## config.mk

```make
export PLATFORM = sky130hd
export DESIGN_NAME = fx_scheduler
export DESIGN_NICKNAME = d
export VERILOG_FILES = /design/src/rtl/fx_scheduler.sv
export SDC_FILE = /design/constraint.sdc
export NUM_CORES = 1
export LEC_CHECK = 0
export ABC_AREA = 1
export BUFFER_PORTS_ARGS = -buffer_cell sky130_fd_sc_hd__buf_4
export CORE_MARGIN = 3
export CORE_UTILIZATION = 48
export DETAILED_ROUTE_END_ITERATION = 8
export GPL_TIMING_DRIVEN = 0
export HOLD_SLACK_MARGIN = 0.05
export PLACE_DENSITY_LB_ADDON = 0.1
export SLEW_MARGIN = 25
export SYNTH_ARGS = -nofsm -noshare
export SYNTH_HDL_FRONTEND = slang
export SYNTH_SLANG_ARGS = --single-unit
```

## constraint.sdc

```tcl
create_clock -name clk -period 3.77 [get_ports clk]
set_input_delay 0.1885 -clock clk [delete_from_list [all_inputs] [get_ports clk]]
set_output_delay 0.1885 -clock clk [all_outputs]
set_load 0.03 [all_outputs]
```

## src/rtl/fx_scheduler.sv

```systemverilog
// fx_scheduler: burst-locked round-robin arbiter sharing one moving-average effect
// among N_SRC sample sources. Define FX_SCHED_TIMEOUT_EN to enable the WAIT watchdog.
module fx_scheduler #(
  parameter int N_SRC     = 4,
  parameter int W         = 24,
  parameter int MAX_BURST = 8,
  parameter int TIMEOUT   = 15
) (
  input  logic                     clk,
  input  logic                     reset,
  input  logic [N_SRC-1:0]         src_req,
  input  logic [N_SRC*W-1:0]       src_data,
  input  logic [N_SRC-1:0]         src_fx_on,
  output logic [N_SRC-1:0]         src_ack,
  output logic [W-1:0]             fx_data,
  output logic                     fx_wren,
  output logic                     fx_on,
  output logic                     fx_clear,
  input  logic [W-1:0]             fx_out_data,
  input  logic                     fx_out_valid,
  output logic [W-1:0]             res_data,
  output logic                     res_valid,
  output logic [$clog2(N_SRC)-1:0] res_src,
  output logic                     err
);

  localparam int IW = $clog2(N_SRC);
  localparam int BW = $clog2(MAX_BURST + 1);
  localparam logic [BW-1:0] BURST_MAX = BW'(MAX_BURST);

  if (N_SRC < 2 || N_SRC > 8 || MAX_BURST < 1 || TIMEOUT < 1) begin : g_bad_params
    $error("fx_scheduler: illegal parameter set");
  end

  typedef enum logic [1:0] {IDLE, CLEAR, ISSUE, WAIT} state_t;

  state_t          state;
  state_t          next_state;
  logic [IW-1:0]   owner;
  logic            owner_vld;
  logic [IW-1:0]   rr_ptr;
  logic [BW-1:0]   burst_cnt;
  logic [IW-1:0]   pick;
  logic [IW-1:0]   pick_q;
  logic [IW-1:0]   cand;
  logic            pick_found;
  logic [N_SRC-1:0] owner_oh;
  logic            others_req;
  logic            keep;
  logic            clear_q;
  logic [W-1:0]    fx_data_q;
  logic            timeout;
  logic [W-1:0]    src_word [N_SRC];

  for (genvar g = 0; g < N_SRC; g++) begin : g_src_word
    assign src_word[g] = src_data[g*W +: W];
  end

  assign owner_oh   = N_SRC'(1) << owner;
  assign others_req = |(src_req & ~owner_oh);
  assign keep       = owner_vld && src_req[owner] && ((burst_cnt < BURST_MAX) || !others_req);

  // Round-robin search starts just after the last granted source.
  always_comb begin
    pick       = '0;
    pick_found = 1'b0;
    cand       = '0;
    for (int k = 1; k <= N_SRC; k++) begin
      cand = IW'((int'(rr_ptr) + k) % N_SRC);
      if (!pick_found && src_req[cand]) begin
        pick       = cand;
        pick_found = 1'b1;
      end
    end
  end

  always_ff @(posedge clk or posedge reset) begin
    if (reset) begin
      state <= IDLE;
    end else begin
      state <= next_state;
    end
  end

  always_comb begin
    next_state = state;
    case (state)
      IDLE: begin
        if (keep) begin
          next_state = ISSUE;
        end else if (pick_found) begin
          next_state = (pick != owner || !owner_vld) ? CLEAR : ISSUE;
        end
      end
      CLEAR:   next_state = ISSUE;
      ISSUE:   next_state = WAIT;
      WAIT: begin
        if (fx_out_valid || timeout) begin
          next_state = IDLE;
        end
      end
      default: next_state = IDLE;
    endcase
  end

  always_comb begin
    fx_wren = 1'b0;
    src_ack = '0;
    fx_data = fx_data_q;
    if (state == ISSUE) begin
      fx_wren = 1'b1;
      src_ack = owner_oh;
      fx_data = src_word[owner];
    end
  end

  // The effect is flushed for the whole time reset is held, not just after it.
  assign fx_clear = clear_q | reset;
  assign fx_on    = src_fx_on[owner] & ~reset;

  always_ff @(posedge clk or posedge reset) begin
    if (reset) begin
      owner     <= '0;
      owner_vld <= 1'b0;
      rr_ptr    <= IW'(N_SRC - 1);
      burst_cnt <= '0;
      pick_q    <= '0;
      clear_q   <= 1'b0;
      fx_data_q <= '0;
      res_data  <= '0;
      res_src   <= '0;
      res_valid <= 1'b0;
    end else begin
      clear_q   <= (next_state == CLEAR);
      res_valid <= 1'b0;
      fx_data_q <= fx_data;
      if (state == IDLE && next_state == CLEAR) begin
        pick_q <= pick;
      end
      case (state)
        CLEAR: begin
          owner     <= pick_q;
          owner_vld <= 1'b1;
          rr_ptr    <= pick_q;
          burst_cnt <= '0;
        end
        ISSUE: begin
          if (burst_cnt != BURST_MAX) begin
            burst_cnt <= burst_cnt + 1'b1;
          end
        end
        WAIT: begin
          if (fx_out_valid) begin
            res_data  <= fx_out_data;
            res_src   <= owner;
            res_valid <= 1'b1;
          end else if (timeout) begin
            owner_vld <= 1'b0;
          end
        end
        default: ;
      endcase
    end
  end

`ifdef FX_SCHED_TIMEOUT_EN
  localparam int TW = $clog2(TIMEOUT + 1);
  localparam logic [TW-1:0] WAIT_LAST = TW'(TIMEOUT - 1);

  logic [TW-1:0] wait_cnt;
  logic          err_q;

  assign timeout = (state == WAIT) && !fx_out_valid && (wait_cnt == WAIT_LAST);
  assign err     = err_q;

  // Dropping owner_vld on a timeout forces the next grant through CLEAR.
  always_ff @(posedge clk or posedge reset) begin
    if (reset) begin
      wait_cnt <= '0;
      err_q    <= 1'b0;
    end else begin
      if (state != WAIT) begin
        wait_cnt <= '0;
      end else if (!timeout) begin
        wait_cnt <= wait_cnt + 1'b1;
      end
      if (timeout) begin
        err_q <= 1'b1;
      end
    end
  end
`else
  assign timeout = 1'b0;
  assign err     = 1'b0;
`endif

endmodule

```

; ---- After elaboration in Yosys (flattened, before gate mapping)
; Cells that the tools add are included.
[word_totals]
word_cells = 90
out_inout_bits = 59
ff_bits = 65
[classes]
bitwise_logic = 6
muxes = 35
reduce_logical = 18
n_shift = 1
order_cmp = 7
n_addsub = 5
eq_ne = 7
[op_table]
columns = operator, count
row1 = $mux W24, 3
row2 = $bmux W24 S2, 1
row3 = $mux W2, 8
row4 = $lt A2 B3 Y1 const B, 5
row5 = $mux W1, 13
row6 = $bmux W1 S2, 6
row7 = $mux W4, 2
row8 = $pmux W2 S4, 1
row9 = $pmux W4 S2, 1
row10 = $logic_and A1 B1 Y1, 6
row11 = $logic_not A1 Y1, 5
row12 = $add A2 B1 Y2 const B, 2
row13 = $add A2 B2 Y2 const B, 2
row14 = $add A4 B1 Y4 const B, 1
row15 = $and A4 B4 Y4, 1
row16 = $eq A2 B1 Y1 const B, 2
row17 = $eq A2 B2 Y1 const B, 2
row18 = $lt A4 B4 Y1 const B, 1
row19 = $ne A4 B4 Y1 const B, 1
row20 = $not A4 Y4, 1
row21 = $reduce_and A2 Y1, 2
row22 = $reduce_or A4 Y1, 1
row23 = $shl A1 B2 Y4 const A, 1
row24 = $ge A3 B3 Y1 const B, 1
row25 = 9 further kinds, 10

; ---- Logic depth before layout (Yosys ltp)
; Gate-level depths: netlist of run 1.
[logic_depth]
depth_word = 21
ltp_mapped = 17
mapped_depth_nobuf = 15

; ---- Worst setup path after synthesis of run 1
; No wires, ideal clock.
[synth_path]
path_kind = reg-to-reg
startpoint = register owner[0]
endpoint = register fx_data_q[10]
required_time_ns = 3.578
path_slack_ns = 1.826
period_less_slack_ns = 1.944
arrival_time_ns = 1.752
path_stages_with_launch = 6
setup_ns = 0.192
cell_sequence = dfrtp_1 -> clkbuf_2 -> nor2_2 -> clkbuf_1 -> a22oi_1 -> a31oi_1
[synth_via]
elab_chain_len = 5
[synth_rtl]
columns = item, line
row1 = from (decl), 39  ; logic [IW-1:0] owner;
row2 = from (signal assigned), 142  ; owner <= pick_q;
row3 = $not A2 Y3 (implied by the code), 113  ; fx_data = src_word[owner];
row4 = $bmux W24 S2, 113
row5 = $mux W24 (implied by the code) (2 in series), 113
row6 = $mux W24, 110  ; if (state == ISSUE) begin
row7 = via fx_data[10], 15  ; output logic [W-1:0] fx_data,
row8 = to (signal assigned), 136  ; fx_data_q <= fx_data;
row9 = to (decl), 51  ; logic [W-1:0] fx_data_q;
; The timed path passes the listed nets, and every way through them passes these cells. The select of a mux whose other input is x is not followed.
; A chain may end at the register's enable or synchronous reset.

; ---- Final worst setup path of run 1
[layout_path]
startpoint = register owner[0]
endpoint = output fx_data[16]
[layout_via]
elab_chain_len = 5
[layout_rtl]
columns = item, line
row1 = $not A2 Y3 (implied by the code), 113
row2 = $bmux W24 S2, 113
row3 = $mux W24 (implied by the code) (2 in series), 113
row4 = $mux W24, 110
row5 = to (decl), 15
; Every way passes these cells. The select of a mux whose other input is x is not followed.

==> results_tabular.tex, run 1 <==
\begin{tabular}{lr}
\hline
Metric & Value \\
\hline
\multicolumn{2}{l}{\textbf{Timing}} \\
\quad Final Critical Period & between 2 and 3 ns \\
\quad Remaining max-slew budget at the tightest pin & 0.599 \\
\quad Setup violation total in the final timing report & 0 \\
\quad Final worst clock skew & 0.0138 ns \\
\quad Final-layout setup total negative slack & 0 ns \\
\quad Transition time at the pin with the least slew margin & about 0.6 ns \\
\quad Final Max Slew Viols & 0 \\
\quad Setup repair after global routing missed its margin & false \\
\quad Final critical-path share of the clock period & 0.701 \\
\quad Number of hold-slack violations in the final timing report & 0 \\
\quad Maximum clock rate & 0.379 GHz \\
\multicolumn{2}{l}{\textbf{Power and ir drop}} \\
\quad Sequential fraction of design power & 0.248 \\
\quad Worst IR drop on VDD & 0.000552 V \\
\quad Reported leakage power & 2.79 nW \\
\quad Internal power consumption & $\sim$0.0024 W \\
\quad Part of the power in combinational logic & 0.620 \\
\quad Net switching power of the design & roughly 0.0024 W \\
\quad PD cells & 896 mW/mm\^{}2 \\
\quad Switching portion of total power & 0.502 \\
\quad Share of total power in the clock network & 0.132 \\
\multicolumn{2}{l}{\textbf{Die}} \\
\quad Horizontal die dimension & 90.4 um \\
\quad Io pins & 190 \\
\quad Vertical die dimension & 90.4 um \\
\quad Total number of placement rows & 30 \\
\quad Core Footprint & 0.00683 sq mm \\
\quad Total Die Area & 0.00817 sq mm \\
\quad Starting Density & 0.500 \\
\multicolumn{2}{l}{\textbf{Cells and area}} \\
\quad Leading cell type in the layout, fill and taps excluded & nand2\_1 \\
\quad Final non-filler cell area & between 0.005 and 0.006 sq mm \\
\quad Number of nets in the layout & 797 \\
\quad Diodes inserted & 0 \\
\quad Area growth from synthesis to layout & 57.9\% \\
\quad Fill count & 481 \\
\quad Share of cells above drive strength 1 & 0.352 \\
\quad Commonest cells after routing, fill and taps aside & 197 x nand2\_1, 189 x buf\_4, 63 x dfrtp\_1, 24 x nor2\_1, 23 x a22oi\_1 \\
\multicolumn{2}{l}{\textbf{Global routing}} \\
\quad Global-route congestion overflow total & 0 \\
\quad Grt met3 use & 0.104 \\
\quad Most used routing layer in global routing & met2 \\
\quad GR Util All Layers & 0.306 \\
\quad Largest net degree at the start of global routing & 35 \\
\quad Vias in the first global route & between 4000 and 5000 \\
\quad Global-route wire length before repair & 20000 um \\
\quad GR met1 Demand/Resource & 0.336 \\
\quad Met2 GRT Util & 0.544 \\
\quad Initial antenna violation count & 0 \\
\multicolumn{2}{l}{\textbf{Yosys}} \\
\quad Number of nets produced by synthesis & approximately 580 \\
\quad Fraction of the yosys area taken by sequential cells & 0.477 \\
\quad Number of distinct standard cells referenced by the synthesized netlist & 35 \\
\quad Count of mapped cells out of synthesis & 443 \\
\quad Largest cells by area after synthesis & dfrtp\_1 46\%, nand2\_1 22\%, a22oi\_1 5.1\% \\
\quad Yosys reg bits & 65 \\
\quad Cell type with the largest total area after synthesis & dfrtp\_1 \\
\quad Post-Synthesis Mean Instance Area & 7.72 sq um \\
\quad Fraction of synthesized cell area taken by the top area cell type & 0.461 \\
\quad Total of warnings raised by yosys & 0 \\
\quad Syn Std Cell Area & 0.00342 sq mm \\
\multicolumn{2}{l}{\textbf{Clock tree}} \\
\quad CTS tree & built \\
\quad Root Driver & clkbuf\_8 \\
\quad Source-to-sink clock delay at the later pin of the worst-skew pair & around 0.34 ns \\
\quad Number of cells upsized or downsized after cts & 0 \\
\quad Hold\_buf cts & 19 \\
\quad Clock transition at the registers of the reported paths & $\sim$0.080 ns \\
\quad Max H-tree Level & 3 \\
\quad Number of buffers inserted by post-CTS setup repair & 0 \\
\quad Clk buf depth & 2 \\
\quad CTS sink cnt & 65 \\
\quad Total clock buffers created by CTS & 9 \\
\multicolumn{2}{l}{\textbf{Min path}} \\
\quad Cell count of the worst hold path & 3 \\
\quad Class of the worst hold path & input port to flip-flop \\
\quad Source of the worst hold timing path & fx\_out\_data[14] \\
\multicolumn{2}{l}{\textbf{Status}} \\
\quad Outcome & complete, no violations \\
\multicolumn{2}{l}{\textbf{Job}} \\
\quad Count of max-cap constraint violations & 0 \\
\multicolumn{2}{l}{\textbf{Route}} \\
\quad First-pass iteration count of the detailed router & 7 \\
\quad Avg Vias per Cell & 5.26 \\
\quad Total length of routed wires & 13100 um \\
\quad Number of nets with antenna violations after routing & 0 \\
\quad Detailed Route Iter0 Violations & 209 \\
\quad Count of unresolved DRC violations after routing & 0 \\
\quad Via total after detailed routing & 4016 \\
\quad Avg WL per Cell & 17.1 um \\
\multicolumn{2}{l}{\textbf{Critical path}} \\
\quad Worst endpoint required time & $\sim$3.6 ns \\
\quad R2R Path Start & owner[0] \\
\quad Critical path's top delay family & buffers and inverters \\
\quad Reg2reg path depth & 5 \\
\quad Crit-path max cell delay & 0.43 ns \\
\quad Buffering stage count on the worst path with inverters included & 3 \\
\quad Worst path cell trace & clkbuf\_2 > nor2\_2 > clkbuf\_1 > nand2\_1 > a41oi\_1 > buf\_4 \\
\quad Critical-path maximum fanout & 10 \\
\quad Arrival time reported for the critical path endpoint & 2.45 ns \\
\quad Critical path launch point & owner[0] \\
\quad Levels on crit path & 6 \\
\quad Crit-path slowest cell & clkbuf\_1 \\
\quad Startpoint kind of the worst setup timing path & flip-flop \\
\quad Nature of the critical path endpoint & output pin \\
\quad Critical Setup Path Class & flip-flop to output pin \\
\multicolumn{2}{l}{\textbf{Placed design}} \\
\quad Number of I/O port buffers & 188 \\
\quad Weighted congestion reported at the end of routability-driven placement & 0.948 \\
\quad Post-DP Area & around 0.0050 sq mm \\
\quad Half-perimeter wire length after detailed placement & 9190 um \\
\hline
\end{tabular}
==> path summary, 6_finish.rpt <==
| path | slack, ns | endpoint |
|---|---|---|
| min in group asynchronous | 0.44 | fx_data_q[2] |
| max in group asynchronous | 2.82 | res_data[22] |
| worst min-delay path | 0.08 | res_data[14] |
| worst max-delay path | 1.13 | fx_data[16] |
| worst max register to register | 1.76 | fx_data_q[16] |
| worst min register to register | 0.48 | fx_data_q[12] |
==> layout make-up <==
cell class                      instances  area, sq um  share of cell area
Tap cell                               96          120              0.0223
Timing Repair Buffer                  210         1640               0.304
Clock inverter                          2         35.0             0.00649
Inverter                               27          106              0.0197
Buffer                                 21         98.8              0.0183
Sequential cell                        65         1630               0.302
Clock buffer                           13          179              0.0332
Multi-Input combinational cell        330         1590               0.294
==> per-layer routing <==
metal / up-vias / part of all wire
met1: 1903 / 0.37
li1: 1891 / -
met5: - / 0
met4: 0 / 0.039
met2: 174 / 0.51
met3: 48 / 0.073
==> worst reg2reg max path, cell delays in order, from the launching register on <==
cell and delay [ns]:
dfrtp_1 0.37, clkbuf_2 0.16, nor2_2 0.38, clkbuf_1 0.44
nand2_1 0.10, a41oi_1 0.43
==> sequential cells by signal (all words and copies together) (netlist names) <==
name and cells:
rr_ptr 2, res_valid 1, res_data 24, state 2
res_src 2, burst_cnt 4, pick_q 2, fx_data_q 24
owner_vld 1, owner 2, clear_q 1
==> Yosys cell counts <==
| master | count |
|---|---|
| or2_2 | 2 |
| nand3_2 | 1 |
| nor2_1 | 24 |
| clkbuf_2 | 1 |
| a22oi_1 | 23 |
| nand2_2 | 8 |
| ha_1 | 2 |
| nand2_1 | 197 |
| nand2_4 | 3 |
| nand3_1 | 14 |
| nand4_1 | 10 |
| xnor2_1 | 1 |
| and3_2 | 1 |
| o22ai_1 | 5 |
| and2_1 | 1 |
| nor3_2 | 1 |
| dfstp_2 | 2 |
| a21oi_1 | 4 |
| xor2_1 | 1 |
| nand4_4 | 1 |
| nor2_4 | 1 |
| a31oi_1 | 6 |
| clkbuf_1 | 17 |
| o211ai_1 | 1 |
| inv_1 | 21 |
| dfrtp_1 | 63 |
| buf_4 | 1 |
| nor2_2 | 2 |
| clkinv_1 | 2 |
| conb_1 | 1 |
| buf_6 | 2 |
| inv_4 | 1 |
| o21ai_0 | 11 |
| inv_2 | 3 |
| a41oi_1 | 9 |
==> logic make-up (layout without fill, tap and decap cells) <==
family | after synthesis | after routing | synth area share
AOI/OAI and AO/OA | 59 | 59 | 0.118
xor gates and xnor gates | 2 | 2 | 0.00513
adders and majority gates | 2 | 2 | 0.00732
buffers and inverters | 48 | 273 | 0.0593
DFF | 65 | 65 | 0.477
other | 1 | 1 | 0.00110
and+or+nand+nor | 266 | 266 | 0.333
==> power groups by stage <==
stage	Combinational [W]	Sequential [W]	Clock, W
after floorplan	0.00161	0.00143	0
after global placement	0.00288	0.00117	0
after detailed placement	0.00293	0.00119	0
after CTS	0.00296	0.00118	0.000638
after global routing	0.00322	0.00123	0.000678
final	0.00300	0.00120	0.000638
==> metrics by stage <==
step           utilization  total power [W]  hold WS, ns  setup slack [ns]  instances
2_1_floorplan            -          0.00304        0.305              1.83        443
3_3_place_gp         0.725          0.00406        0.390              1.20        727
3_5_place_dp         0.728          0.00412        0.241              1.55        728
4_1_cts              0.787          0.00478       0.0516              1.17        762
5_1_grt              0.790          0.00513       0.0722             0.962        764
6_report             0.790          0.00484       0.0800              1.13        764
Power figures use the tool's default switching activity.
==> run 2: changes to the inputs <==
--- a/config.mk
+++ b/config.mk
@@ -8,7 +8,7 @@
 export ABC_AREA = 1
 export BUFFER_PORTS_ARGS = -buffer_cell sky130_fd_sc_hd__buf_4
 export CORE_MARGIN = 3
-export CORE_UTILIZATION = 48
+export CORE_UTILIZATION = 45
 export DETAILED_ROUTE_END_ITERATION = 8
 export GPL_TIMING_DRIVEN = 0
 export HOLD_SLACK_MARGIN = 0.05
==> constraint.sdc (replaced) <==
create_clock -name clk -period 2.64 [get_ports clk]
set_input_delay 0.132 -clock clk [delete_from_list [all_inputs] [get_ports clk]]
set_output_delay 0.132 -clock clk [all_outputs]
set_load 0.03 [all_outputs]
==> run 2 against run 1 <==
Net effect:
- critical path depth grew 1
- sequential share of layout area shrank 0.31 points
- clock skew shrank 0.0076 ns
- total power grew 42%
- non-clock buffer count grew 4
- first-iteration DRC count shrank 23%
- final cell count grew 1.0%
==> results_tabular.tex, run 2 (synthesis gave the netlist of run 1 again) <==
\begin{tabular}{lr}
\hline
Metric & Value \\
\hline
\multicolumn{2}{l}{\textbf{Global routing}} \\
\quad GR Util All Layers & 0.283 \\
\quad Global-route congestion overflow total & 0 \\
\quad Vias in the first global route & just over 4000 \\
\quad Global-route wire length before repair & 19200 um \\
\quad Largest net degree at the start of global routing & 44 \\
\quad Initial antenna violation count & 0 \\
\multicolumn{2}{l}{\textbf{Clock tree}} \\
\quad CTS tree & built \\
\quad CTS sink cnt & 65 \\
\quad Max H-tree Level & 3 \\
\quad Clock transition at the registers of the reported paths & 0.07 ns \\
\quad Total clock buffers created by CTS & 9 \\
\quad Root Driver & clkbuf\_8 \\
\quad Clk buf depth & 2 \\
\quad Source-to-sink clock delay at the later pin of the worst-skew pair & 0.34 ns \\
\multicolumn{2}{l}{\textbf{Critical path}} \\
\quad Nature of the critical path endpoint & output pin \\
\quad Crit-path max cell delay & roughly 0.44 ns \\
\quad R2R Path Start & owner[0] \\
\quad R2r setup slk & 0.71 ns \\
\quad Startpoint kind of the worst setup timing path & flip-flop \\
\quad Arrival time reported for the critical path endpoint & 2.34 ns \\
\quad Worst path cell trace & clkbuf\_2 > nand2\_1 > clkinv\_1 > clkbuf\_1 > a22oi\_1 > a31oi\_1 > buf\_4 \\
\quad Crit path to & fx\_data[10] \\
\quad Crit Reg-Reg Endpoint & pick\_q[0] \\
\quad Crit-path slowest cell & clkbuf\_1 \\
\quad Worst endpoint required time & 2.51 ns \\
\quad Critical path launch point & owner[0] \\
\quad Critical Setup Path Class & flip-flop to output pin \\
\quad Reg2reg path depth & 10 \\
\quad Critical-path maximum fanout & 10 \\
\multicolumn{2}{l}{\textbf{Cells and area}} \\
\quad Area growth from synthesis to layout & 59.5\% \\
\quad Registers with the most flip-flops & fx\_data\_q (24), res\_data (24), burst\_cnt (4) \\
\quad Fin cells & 772 \\
\quad Share of cells above drive strength 1 & 0.354 \\
\quad Commonest cells after routing, fill and taps aside & 197 x nand2\_1, 189 x buf\_4, 63 x dfrtp\_1, 25 x dlygate4sd3\_1, 24 x nor2\_1 \\
\quad Number of nets in the layout & 801 \\
\quad Leading cell type in the layout, fill and taps excluded & nand2\_1 \\
\quad Diodes inserted & 0 \\
\quad Final non-filler cell area & 0.00545 sq mm \\
\multicolumn{2}{l}{\textbf{Placed design}} \\
\quad Weighted congestion reported at the end of routability-driven placement & 0.929 \\
\quad Post-DP Area & about 0.005 sq mm \\
\quad Number of cells after detailed placement & between 700 and 800 \\
\quad Half-perimeter wire length after detailed placement & just under 9000 um \\
\quad Number of I/O port buffers & around 190 \\
\quad Worst setup timing slack at the placement stage & 0.495 ns \\
\multicolumn{2}{l}{\textbf{Timing}} \\
\quad Setup violation total in the final timing report & 0 \\
\quad Transition time at the pin with the least slew margin & 0.574 ns \\
\quad Final Critical Period & about 2.5 ns \\
\quad Remaining max-slew budget at the tightest pin & 0.615 \\
\quad Setup repair after global routing missed its margin & false \\
\quad Final-layout setup total negative slack & 0 ns \\
\quad Maximum clock rate & 0.405 GHz \\
\quad Final critical-path share of the clock period & 0.935 \\
\quad Final Max Slew Viols & 0 \\
\quad Final worst clock skew & approximately 0.0061 ns \\
\quad Number of hold-slack violations in the final timing report & 0 \\
\quad Post-route setup slack & around 0.17 ns \\
\multicolumn{2}{l}{\textbf{Die}} \\
\quad Total number of placement rows & 31 \\
\quad Starting Density & 0.469 \\
\quad Core Footprint & about 0.0073 sq mm \\
\quad Io pins & 190 \\
\quad Horizontal die dimension & about 93 um \\
\quad Vertical die dimension & 93.2 um \\
\quad Total Die Area & just under 0.009 sq mm \\
\multicolumn{2}{l}{\textbf{Route}} \\
\quad Detailed Route Iter0 Violations & 160 \\
\quad Via total after detailed routing & 3990 \\
\quad Total length of routed wires & around 12000 um \\
\quad Number of nets with antenna violations after routing & 0 \\
\quad Avg Vias per Cell & 5.17 \\
\quad Avg WL per Cell & 16.1 um \\
\quad Count of unresolved DRC violations after routing & 0 \\
\quad First-pass iteration count of the detailed router & 4 \\
\multicolumn{2}{l}{\textbf{Min path}} \\
\quad Class of the worst hold path & input port to flip-flop \\
\multicolumn{2}{l}{\textbf{Power and ir drop}} \\
\quad Sequential fraction of design power & 0.246 \\
\quad Switching portion of total power & 0.495 \\
\quad Net switching power of the design & around 0.0034 W \\
\quad Share of total power in the clock network & 0.138 \\
\quad Reported leakage power & 2.82 nW \\
\quad PD cells & roughly 1300 mW/mm\^{}2 \\
\quad Worst IR drop on VDD & 0.000830 V \\
\quad Internal power consumption & approximately 0.0035 W \\
\quad Part of the power in combinational logic & 0.616 \\
\multicolumn{2}{l}{\textbf{Status}} \\
\quad Outcome & complete, no violations \\
\multicolumn{2}{l}{\textbf{Job}} \\
\quad Count of max-cap constraint violations & 0 \\
\hline
\end{tabular}
## run 2: metal layers
metal,global-route usage,wire length [um],share of wire,vias up
li1,-,-,-,1900
met1,0.334,4900,0.40,1885
met5,0,0,0,-
met2,0.472,6210,0.50,163
met4,0.147,452,0.036,0
met3,0.0772,835,0.067,42
## run 2: cell type report
class                           instances  area, sq um
Buffer                                 21          104
Clock buffer                           12          145
Clock inverter                          4         76.3
Fill cell                             561         1840
Inverter                               27          106
Multi-Input combinational cell        330         1590
Sequential cell                        65         1630
Tap cell                               99          124
Timing Repair Buffer                  214         1680
## run 2: how the worst min path moves through the flow
stage                          to  depth (start not counted)            start  slack, ns
floorplan            res_data[19]                          2  fx_out_data[19]       0.25
global placement      res_data[9]                          3   fx_out_data[9]       0.33
finish              fx_data_q[23]                          3     src_data[95]       0.13
detailed placement  fx_data_q[19]                          2            reset       0.15
global route        fx_data_q[13]                          3     src_data[61]       0.14
CTS                  fx_data_q[3]                          3     src_data[75]       0.11
## run 2: critical path, delay by kind of cell, from the launching register on
| family | cells | cell delay [ns] |
|---|---|---|
| AO/OA/AOI/OAI | 2 | 0.51 |
| buffers and inverters | 4 | 1.05 |
| flip-flops | 1 | 0.32 |
| AND/OR/NAND/NOR | 1 | 0.12 |
## run 2: power groups by stage
stage               registers (W)  logic (W)  clock network, W
finish                    0.00169    0.00424          0.000947
global route              0.00174    0.00457           0.00101
CTS                       0.00168    0.00421          0.000970
detailed placement        0.00169    0.00416                 0
global placement          0.00167    0.00410                 0
floorplan                 0.00204    0.00230                 0
## run 2: timing repair
| action | CTS | global route |
|---|---|---|
| hold buffers | 25 | 0 |
| setup endpoints to repair | 0 | 10 |
| resized for setup | 0 | 8 |
| setup buffers | 0 | 0 |
| hold endpoints to repair | 46 | 0 |
## run 2: stage by stage
stage           util  power [W]  hold WS, ns
2_1_floorplan      -    0.00434        0.249
6_report       0.748    0.00688        0.130
3_5_place_dp   0.682    0.00585        0.148
4_1_cts        0.747    0.00686        0.115
5_1_grt        0.748    0.00732        0.139
3_3_place_gp   0.679    0.00578        0.332
==> run 3: changes to the inputs <==
--- a/config.mk
+++ b/config.mk
@@ -5,10 +5,11 @@
 export SDC_FILE = /design/constraint.sdc
 export NUM_CORES = 1
 export LEC_CHECK = 0
-export ABC_AREA = 1
+export ABC_AREA = 0
 export BUFFER_PORTS_ARGS = -buffer_cell sky130_fd_sc_hd__buf_4
+export CAP_MARGIN = 5
 export CORE_MARGIN = 3
-export CORE_UTILIZATION = 45
+export CORE_UTILIZATION = 44
 export DETAILED_ROUTE_END_ITERATION = 8
 export GPL_TIMING_DRIVEN = 0
 export HOLD_SLACK_MARGIN = 0.05
==> run 3 against run 2 <==
Net effect:
- die area about the same
- setup slack improved by 0.056 ns
- synthesized area decreased by 2.2%
- first-iteration DRC count decreased by 39%
- flip-flop and latch count unchanged
- combinational power decreased by 4%
- critical path depth decreased by 1
- sequential power about the same
- clock skew increased by 0.0021 ns
- clock power increased by 8%
- total power decreased by 0.63%
- highest routed layer unchanged
==> results_tabular.tex, run 3 <==
\begin{tabular}{lr}
\hline
Metric & Value \\
\hline
\multicolumn{2}{l}{\textbf{Route}} \\
\quad Count of unresolved DRC violations after routing & 0 \\
\quad Wire length on met2 & 5050 um \\
\quad Avg Vias per Cell & between 4 and 5 \\
\quad Total length of routed wires & 9850 um \\
\quad First-pass iteration count of the detailed router & 4 \\
\quad Met3 layer wire length in the routed design & 693 um \\
\quad Number of nets with antenna violations after routing & 0 \\
\quad Detailed Route Iter0 Violations & 97 \\
\quad Top Metal Used & met4 \\
\quad Avg WL per Cell & 16.2 um \\
\quad Sum of routed wire segments on met1 & 4000 um \\
\quad Via total after detailed routing & between 3000 and 4000 \\
\multicolumn{2}{l}{\textbf{Cells and area}} \\
\quad Commonest cells after routing, fill and taps aside & 189 x buf\_4, 82 x nand2\_1, 63 x dfrtp\_1, 26 x mux2\_2, 26 x mux4\_2 \\
\quad Registers with the most flip-flops & fx\_data\_q (24), res\_data (24), burst\_cnt (4) \\
\quad Leading cell type in the layout, fill and taps excluded & buf\_4 \\
\quad Area growth from synthesis to layout & 61.6\% \\
\quad Number of nets in the layout & 637 \\
\quad Final non-filler cell area & 0.00540 sq mm \\
\quad Diodes inserted & 0 \\
\quad Fill count & 513 \\
\quad Share of cells above drive strength 1 & 0.540 \\
\multicolumn{2}{l}{\textbf{Yosys}} \\
\quad Fraction of synthesized cell area taken by the top area cell type & 0.471 \\
\quad Simple logic cell fraction of the synthesized area & 0.142 \\
\quad Fraction of the yosys area taken by sequential cells & 0.487 \\
\quad Compound-Gate Fraction of Synth Area & 0.0378 \\
\quad Adder-cell share of the synthesized area & 0.00748 \\
\quad Yosys reg bits & 65 \\
\quad Combinational family with the most area after synthesis & multiplexers \\
\quad Cell type with the largest total area after synthesis & dfrtp\_1 \\
\quad Number of nets produced by synthesis & 412 \\
\quad Post-Synthesis Mean Instance Area & 12.0 sq um \\
\quad Count of mapped cells out of synthesis & between 200 and 300 \\
\quad Syn Std Cell Area & 0.00334 sq mm \\
\quad Largest cells by area after synthesis & dfrtp\_1 47\%, mux4\_2 18\%, nand2\_1 9.2\% \\
\quad Main flop type after synthesis & dfrtp\_1 \\
\quad Async set or reset register ratio after synthesis & 1.00 \\
\quad Mux share of post-synthesis cell area & 0.278 \\
\quad Number of distinct standard cells referenced by the synthesized netlist & 43 \\
\quad Total of warnings raised by yosys & 0 \\
\quad Most used standard cell by instance count after synthesis & nand2\_1 \\
\quad Most instantiated cells after synthesis & 82 x nand2\_1, 63 x dfrtp\_1, 26 x mux2\_2, 26 x mux4\_2, 7 x inv\_1 \\
\quad EDFF count, synth & 0 \\
\quad Parity-gate share of the synthesized area counting xor and xnor cells & 0.0127 \\
\multicolumn{2}{l}{\textbf{Timing}} \\
\quad Remaining max-slew budget at the tightest pin & 0.579 \\
\quad Number of hold-slack violations in the final timing report & 0 \\
\quad Final worst clock skew & 0.00826 ns \\
\quad Setup repair after global routing missed its margin & false \\
\quad Final Max Slew Viols & 0 \\
\quad Setup violation total in the final timing report & 0 \\
\quad Final critical-path share of the clock period & 0.914 \\
\quad Transition time at the pin with the least slew margin & roughly 0.63 ns \\
\quad Maximum clock rate & 0.414 GHz \\
\quad Post-route setup slack & 0.227 ns \\
\quad Final Critical Period & roughly 2.4 ns \\
\multicolumn{2}{l}{\textbf{Critical path}} \\
\quad Nature of the critical path endpoint & output pin \\
\quad Cell with the most instances on the worst path & nand2\_1 \\
\quad Critical path launch point & owner[0] \\
\quad Critical-path maximum fanout & 10 \\
\quad Worst path cell trace & buf\_6 > clkbuf\_1 > mux4\_2 > nand2\_1 > nand2\_1 > buf\_4 \\
\quad R2R Path Start & rr\_ptr[1] \\
\quad Startpoint kind of the worst setup timing path & flip-flop \\
\quad Critical Setup Path Class & flip-flop to output pin \\
\quad R2r setup slk & about 0.58 ns \\
\quad Reg2reg path depth & 6 \\
\quad Crit-path max cell delay & 0.58 ns \\
\quad Crit path to & fx\_data[11] \\
\quad Crit Reg-Reg Endpoint & pick\_q[0] \\
\quad Arrival time reported for the critical path endpoint & 2.28 ns \\
\quad Worst endpoint required time & $\sim$2.5 ns \\
\quad Crit-path slowest cell & mux4\_2 \\
\multicolumn{2}{l}{\textbf{Clock tree}} \\
\quad CTS sink cnt & 65 \\
\quad Root Driver & clkbuf\_8 \\
\quad Source-to-sink clock delay at the later pin of the worst-skew pair & 0.34 ns \\
\quad Number of cells upsized or downsized after cts & 0 \\
\quad CTS tree & built \\
\quad Total clock buffers created by CTS & 9 \\
\quad Hold\_buf cts & 25 \\
\quad Number of buffers inserted by post-CTS setup repair & 0 \\
\quad Max H-tree Level & 3 \\
\quad Clock transition at the registers of the reported paths & 0.07 ns \\
\quad Clk buf depth & 2 \\
\multicolumn{2}{l}{\textbf{Power and ir drop}} \\
\quad Share of total power in the clock network & 0.150 \\
\quad Switching portion of total power & 0.441 \\
\quad Internal power consumption & $\sim$0.0038 W \\
\quad Reported leakage power & between 2 and 3 nW \\
\quad Part of the power in combinational logic & 0.598 \\
\quad Sequential fraction of design power & 0.252 \\
\quad Worst IR drop on VDD & 0.000671 V \\
\quad Net switching power of the design & about 0.003 W \\
\quad PD cells & 1260 mW/mm\^{}2 \\
\multicolumn{2}{l}{\textbf{Die}} \\
\quad Io pins & 190 \\
\quad Horizontal die dimension & 93.2 um \\
\quad Core Footprint & 0.00733 sq mm \\
\quad Starting Density & 0.456 \\
\quad Total number of placement rows & 31 \\
\quad Total Die Area & 0.00868 sq mm \\
\quad Vertical die dimension & 93.2 um \\
\multicolumn{2}{l}{\textbf{Global routing}} \\
\quad Largest net degree at the start of global routing & 56 \\
\quad Vias in the first global route & roughly 3200 \\
\quad GR Util All Layers & 0.229 \\
\quad Global-route wire length before repair & 15500 um \\
\quad Global-route congestion overflow total & 0 \\
\quad Initial antenna violation count & 0 \\
\multicolumn{2}{l}{\textbf{Min path}} \\
\quad Source of the worst hold timing path & fx\_out\_valid \\
\quad Class of the worst hold path & input port to flip-flop \\
\multicolumn{2}{l}{\textbf{Placed design}} \\
\quad Number of I/O port buffers & about 190 \\
\quad Half-perimeter wire length after detailed placement & around 7000 um \\
\quad Post-DP Area & 0.00491 sq mm \\
\quad Weighted congestion reported at the end of routability-driven placement & 0.821 \\
\quad Worst setup timing slack at the placement stage & 0.523 ns \\
\multicolumn{2}{l}{\textbf{Status}} \\
\quad Outcome & complete, no violations \\
\multicolumn{2}{l}{\textbf{Job}} \\
\quad Count of max-cap constraint violations & 0 \\
\hline
\end{tabular}
==> run 3: cell count changes after synthesis, moves of 11 or more <==
cell | before | now
inv_1 | 21 | 7
mux4_2 | 0 | 26
nand2_1 | 197 | 82
a22oi_1 | 23 | 1
mux2_2 | 0 | 26
nor2_1 | 24 | 4
clkbuf_1 | 17 | 6
==> run 3: worst min path at each step <==
stage | to | cells past startpoint
2_1_floorplan | res_data[0] | 1
3_3_place_gp | res_data[21] | 2
6_report | state[0] | 3
5_1_grt | state[0] | 3
4_1_cts | state[0] | 3
3_5_place_dp | res_data[17] | 2
==> run 3: power groups by stage <==
| stage | clock network, W | logic (W) | registers (W) |
|---|---|---|---|
| 5_1_grt | 0.00109 | 0.00440 | 0.00178 |
| 4_1_cts | 0.00104 | 0.00412 | 0.00170 |
| 2_1_floorplan | 0 | 0.00225 | 0.00210 |
| 6_report | 0.00102 | 0.00409 | 0.00172 |
| 3_5_place_dp | 0 | 0.00407 | 0.00172 |
| 3_3_place_gp | 0 | 0.00402 | 0.00170 |
==> run 3: metrics by stage <==
stage / hold slack [ns] / util / instances / total power, W / TNS (ns)
global route: 0.0980 / 0.737 / 608 / 0.00727 / 0
CTS: 0.0848 / 0.737 / 608 / 0.00686 / 0
detailed placement: 0.0639 / 0.670 / 567 / 0.00580 / 0
global placement: 0.369 / 0.666 / 566 / 0.00572 / -0.0596
finish: 0.101 / 0.737 / 608 / 0.00683 / 0
floorplan: 0.284 / - / 279 / 0.00436 / 0
==> run 3: cells by family after synthesis <==
family	count (synthesis)
XOR/XNOR	4
flip-flops	65
AO/OA/AOI/OAI	17
AND/OR/NAND/NOR	109
other	1
buffers and inverters	25
multiplexers	56
adder cells (fa/ha/maj)	2
==> run 3: metal layers <==
metal	track usage	up-vias
li1	-	1423
met1	0.287	1440
met2	0.395	132
met3	0.0507	10
met4	0.0696	0
met5	0	-
==> run 3: area by class of cell <==
cell class	instances	area (sq um)	share of cell area
plain buffers	17	81.3	0.0150
clock buffers	11	141	0.0262
clock inverters	5	103	0.0190
inverters	8	32.5	0.00602
multi-input cells	189	1600	0.297
flip-flops and latches	65	1630	0.301
well taps	99	124	0.0229
repair buffers	214	1690	0.313
==> run 3: critical path, delay by kind of cell, from the launching register on <==
kind,cells,cell delay [ns]
flip-flops,1,0.34
AND/OR/NAND/NOR,2,0.18
buffers and inverters,3,0.84
multiplexers,1,0.58
